## src/rtl/exc_flush_ctrl.sv

```systemverilog
// -----------------------------------------------------------------------------
// exc_flush_ctrl
//
// Exception/flush controller between the write-back stage and the CP0
// register file. Detects interrupt, exception and ERET events on the WB
// instruction, produces the single-cycle CP0 update strobes, flushes the
// pipeline, drains in-flight instruction-SRAM requests whose responses must
// be dropped, and finally hands the redirect PC to fetch over a valid/ready
// handshake.
//
// State table
//   state    | meaning
//   ---------+------------------------------------------------------------
//   IDLE     | normal flow; WB events are detected and acted on here only
//   DRAIN    | waiting for stale inst-SRAM responses, each one discarded
//   REDIRECT | redirect_valid high, redirect_pc held until redirect_ready
//
// Parameters
//   OUTSTD_W  width of the outstanding inst-request counter
//             (max outstanding = 2^OUTSTD_W - 1)
//   EXC_VEC   exception entry PC
//
// Ports
//   clk, reset          clock, synchronous active-high reset
//   ws_*                WB-stage instruction info (valid, pc, bd, ex,
//                       excode, badvaddr, eret)
//   has_int             pending enabled interrupt from CP0
//   c0_epc              current EPC from CP0 (ERET target)
//   inst_req_hs         inst-SRAM request accepted this cycle
//   inst_resp           inst-SRAM response this cycle
//   wb_ex, wb_bd,
//   eret_flush          CP0 update strobes (combinational in the event cycle)
//   wb_excode, wb_pc,
//   wb_badvaddr         CP0 update data, zero when wb_ex is low
//   ws_commit_en        WB may write the regfile / commit
//   flush               kill all pipeline stages
//   inst_req_allow      fetch may issue an inst request
//   inst_resp_discard   current inst_resp must be dropped
//   redirect_valid,
//   redirect_pc,
//   redirect_ready      fetch redirect handshake
// -----------------------------------------------------------------------------
module exc_flush_ctrl #(
    parameter int unsigned OUTSTD_W = 2,
    parameter logic [31:0] EXC_VEC  = 32'hBFC0_0380
) (
    input  logic        clk,
    input  logic        reset,

    input  logic        ws_valid,
    input  logic [31:0] ws_pc,
    input  logic        ws_bd,
    input  logic        ws_ex,
    input  logic [4:0]  ws_excode,
    input  logic [31:0] ws_badvaddr,
    input  logic        ws_eret,
    input  logic        has_int,
    input  logic [31:0] c0_epc,

    input  logic        inst_req_hs,
    input  logic        inst_resp,

    output logic        wb_ex,
    output logic        wb_bd,
    output logic        eret_flush,
    output logic [4:0]  wb_excode,
    output logic [31:0] wb_pc,
    output logic [31:0] wb_badvaddr,

    output logic        ws_commit_en,
    output logic        flush,
    output logic        inst_req_allow,
    output logic        inst_resp_discard,

    output logic        redirect_valid,
    output logic [31:0] redirect_pc,
    input  logic        redirect_ready
);

    localparam logic [1:0] ST_IDLE     = 2'd0;
    localparam logic [1:0] ST_DRAIN    = 2'd1;
    localparam logic [1:0] ST_REDIRECT = 2'd2;

    localparam logic [OUTSTD_W-1:0] CNT_ZERO = '0;
    localparam logic [OUTSTD_W-1:0] CNT_ONE  = OUTSTD_W'(1);
    localparam logic [OUTSTD_W-1:0] CNT_MAX  = '1;

    logic [1:0]          state;
    logic [1:0]          state_nxt;
    logic [OUTSTD_W-1:0] out_cnt;
    logic [OUTSTD_W-1:0] out_cnt_nxt;
    logic [OUTSTD_W-1:0] disc_cnt;
    logic [OUTSTD_W-1:0] disc_cnt_nxt;
    logic [31:0]         redirect_pc_q;
    logic [31:0]         redirect_pc_nxt;

    logic                in_idle;
    logic                in_drain;
    logic                take_int;
    logic                take_ex;
    logic                take_eret;
    logic                take_exc;
    logic                take_any;
    logic [31:0]         target;

    // -------------------------------------------------------------------------
    // Event detection (IDLE only). Gating with reset keeps the strobes quiet
    // while reset is held, before the state register has settled.
    // -------------------------------------------------------------------------
    assign in_idle   = (state == ST_IDLE) & ~reset;
    assign in_drain  = (state == ST_DRAIN);

    assign take_int  = in_idle & ws_valid & has_int;
    assign take_ex   = in_idle & ws_valid & ws_ex & ~has_int;
    assign take_eret = in_idle & ws_valid & ws_eret & ~ws_ex & ~has_int;
    assign take_exc  = take_int | take_ex;
    assign take_any  = take_exc | take_eret;

    assign target    = take_exc ? EXC_VEC : c0_epc;

    // -------------------------------------------------------------------------
    // CP0 update strobes and data. wb_pc is the raw WB PC; CP0 applies the
    // -4 adjustment for delay-slot instructions itself.
    // -------------------------------------------------------------------------
    assign wb_ex        = take_exc;
    assign wb_bd        = take_exc & ws_bd;
    assign wb_excode    = take_ex ? ws_excode : 5'd0;
    assign wb_pc        = take_exc ? ws_pc : 32'd0;
    assign wb_badvaddr  = take_exc ? ws_badvaddr : 32'd0;
    assign eret_flush   = take_eret;

    // ERET itself commits; an excepting or interrupted instruction does not.
    assign ws_commit_en = in_idle & ws_valid & ~take_exc;
    assign flush        = take_any;

    assign inst_req_allow    = in_idle & (out_cnt != CNT_MAX) & ~take_any;
    assign inst_resp_discard = in_drain & inst_resp;

    assign redirect_valid = (state == ST_REDIRECT);
    assign redirect_pc    = redirect_pc_q;

    // -------------------------------------------------------------------------
    // Outstanding request counter. A simultaneous request and response
    // cancel out. Saturates at both ends: an increment at max or a response
    // with nothing outstanding (protocol error) leaves the count unchanged.
    // -------------------------------------------------------------------------
    always_comb begin
        out_cnt_nxt = out_cnt;
        if (inst_req_hs && !inst_resp) begin
            if (out_cnt != CNT_MAX) begin
                out_cnt_nxt = out_cnt + CNT_ONE;
            end
        end else if (inst_resp && !inst_req_hs) begin
            if (out_cnt != CNT_ZERO) begin
                out_cnt_nxt = out_cnt - CNT_ONE;
            end
        end
    end

    // -------------------------------------------------------------------------
    // Next-state logic. disc_cnt is loaded in the event cycle with the
    // post-update outstanding count, so a response arriving in that same
    // cycle is already accounted for (it is covered by flush, not flagged).
    // -------------------------------------------------------------------------
    always_comb begin
        state_nxt       = state;
        disc_cnt_nxt    = disc_cnt;
        redirect_pc_nxt = redirect_pc_q;

        case (state)
            ST_IDLE: begin
                if (take_any) begin
                    disc_cnt_nxt    = out_cnt_nxt;
                    redirect_pc_nxt = target;
                    if (out_cnt_nxt != CNT_ZERO) begin
                        state_nxt = ST_DRAIN;
                    end else begin
                        state_nxt = ST_REDIRECT;
                    end
                end
            end

            ST_DRAIN: begin
                if (inst_resp) begin
                    if (disc_cnt <= CNT_ONE) begin
                        disc_cnt_nxt = CNT_ZERO;
                        state_nxt    = ST_REDIRECT;
                    end else begin
                        disc_cnt_nxt = disc_cnt - CNT_ONE;
                    end
                end
            end

            ST_REDIRECT: begin
                if (redirect_ready) begin
                    state_nxt = ST_IDLE;
                end
            end

            default: begin
                state_nxt    = ST_IDLE;
                disc_cnt_nxt = CNT_ZERO;
            end
        endcase
    end

    always_ff @(posedge clk) begin
        if (reset) begin
            state         <= ST_IDLE;
            out_cnt       <= CNT_ZERO;
            disc_cnt      <= CNT_ZERO;
            redirect_pc_q <= 32'd0;
        end else begin
            state         <= state_nxt;
            out_cnt       <= out_cnt_nxt;
            disc_cnt      <= disc_cnt_nxt;
            redirect_pc_q <= redirect_pc_nxt;
        end
    end

endmodule

```

## config.mk

```make
export PLATFORM = sky130hd
export DESIGN_NAME = exc_flush_ctrl
export DESIGN_NICKNAME = d
export VERILOG_FILES = /design/src/rtl/exc_flush_ctrl.sv
export SDC_FILE = /design/constraint.sdc
export NUM_CORES = 1
export LEC_CHECK = 0
export ABC_AREA = 1
export CAP_MARGIN = 20
export CORE_MARGIN = 8
export CORE_UTILIZATION = 30
export CTS_CLUSTER_SIZE = 14
export DETAILED_ROUTE_END_ITERATION = 8
export PLACE_DENSITY_LB_ADDON = 0.15
export SETUP_SLACK_MARGIN = 0.02
export SLEW_MARGIN = 40
export SYNTH_ARGS = -nofsm -noshare
export SYNTH_HDL_FRONTEND = slang
export SYNTH_SLANG_ARGS = --single-unit
```

## constraint.sdc

```tcl
create_clock -name clk -period 1.4 [get_ports clk]
set_input_delay 0.14 -clock clk [delete_from_list [all_inputs] [get_ports clk]]
set_output_delay 0.14 -clock clk [all_outputs]
set_load 0.02 [all_outputs]
```

==> metrics.md, run 1 <==
| Metric | Value |
|---|---|
| Status | complete, but fails checks |
| Failing checks | negative setup slack |
| Avg Cell Area, Syn | 6.02 sq um |
| RR Startpoint | state[1]$_SDFFE_PP0P_ |
| Max-slew violations | 0 |
| Synth top area share | 34.6% |
| Vias in the first global route | 3021 |
| WS Path Type | flip-flop to output pin |
| WL final | 11.4 mm |
| Crit end category | output pin |
| WP data required | 1.26 ns |
| Reg clk slew, reported paths | 0.08 ns |
| Worst Setup SP | state[1]$_SDFFE_PP0P_ |
| Ys async rst share | 0% |
| Skew final | 0.00998 ns |
| Final nets | 719 |
| Cts-stage hold buffer count | 0 |
| CTS H-Tree Depth | 2 |
| Leakage | 2.69 nW |
| Vias per cell | 4.38 |
| Reg2reg end | redirect_pc[27]$_SDFFE_PP0P_ |
| R2R setup slack | -0.26 ns |
| Initial antenna violation count | 0 |
| Worst-Skew Late Latency | 0.29 ns |
| Pre-antenna DRT Iters | 4 |
| Die area | 0.0103 sq mm |
| Worst R2R Path Depth | 12 |
| Most frequent cells after synthesis | 85 x inv_1, 82 x nor2_1, 52 x nand2_1 |
| Max-cap violation count | 0 |
| Top Metal Used | met4 |
| Post-synth cell types | 25 |
| Most used DFF post-synth | dfxtp_1 |
| Total grt overflow | 0 |
| Largest net degree at the start of global routing | 35 |
| Peak VDD IR | 0.738 mV |
| Final Setup Violations | 111 |
| DR iter-0 viols | 99 |
| Port bufs | 219 |
| Die Wd | 102 microns |
| Antenna diodes | 0 |
| Cell area after synthesis | 0.00220 sq mm |
| DR vias | 3100 |
| Layout cell share with drive strength beyond 1 | 35.3% |
| ANT nets after route | 0 |
| Most numerous cell in the Yosys netlist | inv_1 |
| Post-synthesis sequential area ratio | 34.6% |
| Clock root buffer master | clkbuf_8 |
| Yosys reg bits | 38 |
| Critical path endpoint | flush |
| Net count after synthesis | 476 |
| GPL Wtd Cong | 0.798 |
| Hpwl dp | 8.58 mm |
| RSZ-0062 raised after global routing | yes |
| Final worst-path cycle share | 121% |
| Top Ports | 220 |
| CTS Sinks | 38 |
| Synth area leaders | dfxtp_1 35%, inv_1 15%, nor2_1 14%, nand2_1 8.9%, a21oi_1 7.7% |
| CTS tree | yes |
| EDFF count, synth | 0 |
| Met3 Routed Length | 933 microns |
| Post-route DRC | 0 |
| Cell count after synthesis | 365 |
| Final hold vios | 0 |
| Synthesis warning total | 0 |
| Cell Count, Final, Fillers Out | 708 |
| Global-route usage over all layers | 20.3% |
| Critical Path Start Type | flip-flop |
| Rel. slew slack | 65.3% |
| Die span in y | 102 microns |
| Metal1 wirelength | 4.32 mm |
| Final WS setup | -0.292 ns |
| Min-delay src | reset |
| CTS Buffer Depth | 2 |
| Core footprint | 0.00718 sq mm |
| Maximum clock rate | 591 MHz |
| Area grow syn2layout | 140% |
| Starting Density | 30.6% |
| CTS Buf Count | 5 |
| Worst-Margin Slew | 0.521 ns |
| Num rows | 31 |
| Hold Crit Class | input pin to flip-flop |
| Routed WL per cell | 16.1 microns |
| Pwr dens | 1160 mW/mm^2 |
| Pre-CTS setup slack | -0.656 ns |
| Tot Pwr | 0.00612 W |
| Critical Path AT | 1.55 ns |
| Final hold slack | 0.423 ns |
| Fin crit period | 1.69 ns |
| Post-synth top area cell | dfxtp_1 |
| Placed cells | 687 |
| Maximum fanout along the worst path | 3 |
| Metal2 WL | 5.93 mm |
| First-pass GRT wire length | 16.3 mm |
[area by class of cell]
type | count | area, sq um
inverters | 88 | 340
well taps | 99 | 124
multi-input cells | 219 | 1410
repair buffers | 256 | 2490
clock inverters | 2 | 60.1
flip-flops and latches | 38 | 763
fillers | 598 | 1910
clock buffers | 6 | 82.6
[cell families after synthesis]
logic type | count (synthesis) | share of synthesized area, %
AOI/OAI and AO/OA | 50 | 12.0
buffers and inverters | 108 | 20.7
and+or+nand+nor | 169 | 32.7
DFF | 38 | 34.6
[sequential cells by signal (all words and copies together) (netlist names)]
| register | count |
|---|---|
| disc_cnt | 2 |
| redirect_pc | 32 |
| out_cnt | 2 |
| state | 2 |
[report_power, final]
group | switching, W | internal [W]
clock network | 0.000406 | 0.000760
logic | 0.00187 | 0.00170
registers | 0.000124 | 0.00125
[stage by stage]
stage               setup TNS [ns]  utilization [%]  cell area, sq um
floorplan                    -5.76                -              2230
global placement            -57.92             64.5              4630
detailed placement          -60.40             64.5              4630
CTS                         -24.57             67.0              4810
global route                -34.66             73.4              5270
finish                      -25.91             73.4              5270
[worst max-delay path: stages, from the launching register on]
cell and delay [ns]:
dfxtp_2 0.34, nor2_4 0.15, nand2_4 0.09, nor2_8 0.10, buf_6 0.11, buf_12 0.10
o21ai_4 0.06, inv_4 0.07, buf_8 0.11, buf_6 0.12
[worst min path at each step]
stage	cells past startpoint	to	slack, ns
6_report	5	state[0]$_SDFFE_PP0P_	0.42
5_1_grt	3	redirect_pc[13]$_SDFFE_PP0P_	0.43
4_1_cts	3	redirect_pc[17]$_SDFFE_PP0P_	0.41
3_5_place_dp	2	redirect_pc[31]$_SDFFE_PP0P_	0.46
3_3_place_gp	2	redirect_pc[11]$_SDFFE_PP0P_	0.45
2_1_floorplan	2	redirect_pc[0]$_SDFFE_PP0P_	0.30
[layout by cell type (no fill, tap or decap), types with 4 or more instances in the layout]
master | Yosys | layout
nand3_1 | 25 | 17
dfxtp_1 | 38 | 36
buf_12 | 0 | 8
nor2_1 | 82 | 69
nor2_4 | 1 | 4
clkdlybuf4s50_1 | 0 | 107
buf_4 | 2 | 89
clkbuf_8 | 0 | 6
dlygate4sd2_1 | 0 | 34
nand2_1 | 52 | 30
buf_6 | 3 | 9
nor2_2 | 0 | 10
a21oi_2 | 0 | 24
a21oi_1 | 34 | 10
o21ai_2 | 0 | 10
nand2_4 | 1 | 22
nand3_2 | 1 | 7
inv_1 | 85 | 84
[what timing repair did]
item	in CTS	in global routing
buffers inserted	6	3
cloned	3	2
gates resized for setup	456	105
setup endpoints to repair	144	114
pin swaps	12	31
[layer usage]
metal	track usage [%]	vias to the layer above
met4	6.76	0
met5	0	-
met2	37.8	134
li1	-	1562
met3	6.32	17
met1	20.9	1387
No activity file was read; power rests on OpenSTA's default activity.
==> run 2: changes to the inputs <==
--- a/config.mk
+++ b/config.mk
@@ -7,10 +7,11 @@
 export LEC_CHECK = 0
 export ABC_AREA = 1
 export CAP_MARGIN = 20
-export CORE_MARGIN = 8
-export CORE_UTILIZATION = 30
+export CORE_AREA = 8 8 79 81
 export CTS_CLUSTER_SIZE = 14
 export DETAILED_ROUTE_END_ITERATION = 8
+export DIE_AREA = 0 0 87 89
+export DONT_BUFFER_PORTS = 1
 export PLACE_DENSITY_LB_ADDON = 0.15
 export SETUP_SLACK_MARGIN = 0.02
 export SLEW_MARGIN = 40
==> constraint.sdc (replaced) <==
create_clock -name clk -period 1.4 [get_ports clk]
set_input_delay 0.21 -clock clk [delete_from_list [all_inputs] [get_ports clk]]
set_output_delay 0.21 -clock clk [all_outputs]
set_load 0.02 [all_outputs]
==> metrics.md, run 2 (synthesis results as in run 1) <==
| Metric | Value |
|---|---|
| Max reg flops | 32 |
| RSZ-0062 raised after global routing | yes |
| Max-slew violations | 0 |
| Final Core Density | 73.8% |
| Tot Pwr | 0.00539 W |
| Final hold vios | 0 |
| Peak VDD IR | 0.643 mV |
| DR iter-0 viols | 107 |
| Fin crit period | 1.79 ns |
| Worst-Skew Late Latency | 0.29 ns |
| CTS tree | yes |
| Maximum fanout along the worst path | 11 |
| Commonest non-fill, non-tap cells in the layout | 84 x inv_1, 74 x buf_4, 48 x nand2_1, 47 x nor2_2, 36 x dfxtp_1 |
| Maximum clock rate | 559 MHz |
| Most common cell after layout, fill and taps aside | inv_1 |
| Metal1 wirelength | 3.26 mm |
| Metal2 WL | 4.84 mm |
| Die Wd | 87 microns |
| Global-route usage over all layers | 21.0% |
| WS Path Type | flip-flop to output pin |
| Hold Crit Class | input pin to flip-flop |
| Failing checks | negative setup slack |
| Initial antenna violation count | 0 |
| Max-cap violation count | 0 |
| Final worst-path cycle share | 128% |
| Clock root buffer master | clkbuf_8 |
| Pwr dens | 1470 mW/mm^2 |
| Port bufs | 0 |
| Top Ports | 220 |
| Skew final | 0.00949 ns |
| Register Area | 763 sq um |
| Final WS setup | -0.388 ns |
| Met3 Routed Length | 921 microns |
| Largest net degree at the start of global routing | 37 |
| Critical Path Start Type | flip-flop |
| Critical Path AT | 1.58 ns |
| Final Setup Violations | 103 |
| CTS Buffer Depth | 2 |
| ANT nets after route | 0 |
| Worst-Margin Slew | 0.316 ns |
| Die area | 0.00774 sq mm |
| Core footprint | 0.00498 sq mm |
| Vias in the first global route | 2372 |
| Area grow syn2layout | 67.1% |
| CTS H-Tree Depth | 2 |
| Crit end category | output pin |
| WP data required | 1.19 ns |
| Area occupied by multi-input gates | 0.00140 sq mm |
| Rel. slew slack | 78.9% |
| Reg clk slew, reported paths | 0.08 ns |
| Pre-antenna DRT Iters | 4 |
| Die span in y | 89 microns |
| Post-route DRC | 0 |
| Num rows | 26 |
| GPL Wtd Cong | 0.897 |
| CTS Buf Count | 5 |
| Routed WL per cell | 17.6 microns |
| Fill count | 398 |
| First-pass GRT wire length | 12.6 mm |
| Top Metal Used | met4 |
| Layout cell share with drive strength beyond 1 | 47.1% |
| Final nets | 560 |
| CTS Sinks | 38 |
| Hpwl dp | 7.01 mm |
| DR vias | 2492 |
| Starting Density | 44.2% |
| WL final | 9.14 mm |
| Status | complete, but fails checks |
| Leakage | 1.81 nW |
| Antenna diodes | 0 |
| Vias per cell | 4.79 |
| Total grt overflow | 0 |
-- run 2: changes by cell type in the layout (fill, tap and decap cells not counted), moves of 8 or more --
cell / before / now
nor2_2: 10 / 47
clkdlybuf4s50_1: 107 / 0
buf_4: 89 / 74
a21oi_1: 10 / 21
nand2_1: 30 / 48
nor2_4: 4 / 12
nand2_4: 22 / 3
a21oi_2: 24 / 13
nor2_1: 69 / 24
dlygate4sd2_1: 34 / 0
-- run 2: through the flow --
| step | cell area [sq um] | std cells | worst slack (ns) | setup TNS (ns) | hold slack [ns] |
|---|---|---|---|---|---|
| after global routing | 3670 | 520 | -0.486 | -34.70 | 0.0450 |
| after floorplan | 2430 | 365 | -0.123 | -6.18 | 0.370 |
| final | 3670 | 520 | -0.388 | -25.22 | 0.0496 |
| after detailed placement | 3060 | 497 | -0.0702 | -2.33 | 0.285 |
| after CTS | 3300 | 512 | -0.399 | -26.13 | 0.0630 |
| after global placement | 3060 | 497 | -0.0483 | -1.74 | 0.284 |
-- run 2: worst max-delay path, cell delays in order, from the launching register on --
cell     delay [ns]
dfxtp_2        0.34
nor2_4         0.13
nand2_4        0.08
nor2_8         0.12
nand2_4        0.15
buf_4          0.24
nor2_2         0.09
buf_4          0.14
-- run 2: metal layers --
metal	GRT usage, %	vias up
met4	5.32	0
met5	0	-
met2	37.8	113
met3	9.83	10
li1	-	1246
met1	21.5	1123
-- run 2: final timing paths --
kind,slack [ns],to,startpoint,depth (start not counted)
worst min register to register,0.54,disc_cnt[1]$_SDFFE_PP0P_,disc_cnt[1]$_SDFFE_PP0P_,4
worst min-delay path,0.05,redirect_pc[18]$_SDFFE_PP0P_,c0_epc[18],2
worst max register to register,-0.03,redirect_pc[28]$_SDFFE_PP0P_,state[0]$_SDFFE_PP0P_,8
worst max-delay path,-0.39,wb_bd,state[0]$_SDFFE_PP0P_,7
-- run 2: power breakdown --
part	leakage (nW)	internal [W]	switching [W]
Combinational	1.43	0.00121	0.00155
Clock	0.0683	0.000714	0.000410
Sequential	0.310	0.00125	0.000254
-- run 2: area by class of cell --
type	count	area share, %
multi-input cells	219	38.1
inverters	88	9.20
well taps	70	2.38
repair buffers	97	25.7
clock inverters	3	1.87
flip-flops and latches	38	20.8
clock buffers	5	1.87
-- run 2: repair_timing --
item                       4_1_cts  5_1_grt
setup endpoints to repair       91      113
cloned                           0        4
resized for setup               13       58
hold buffers                     1        0
hold endpoints to repair        34        0
buffers inserted                 6        5
pin swaps                        3       23
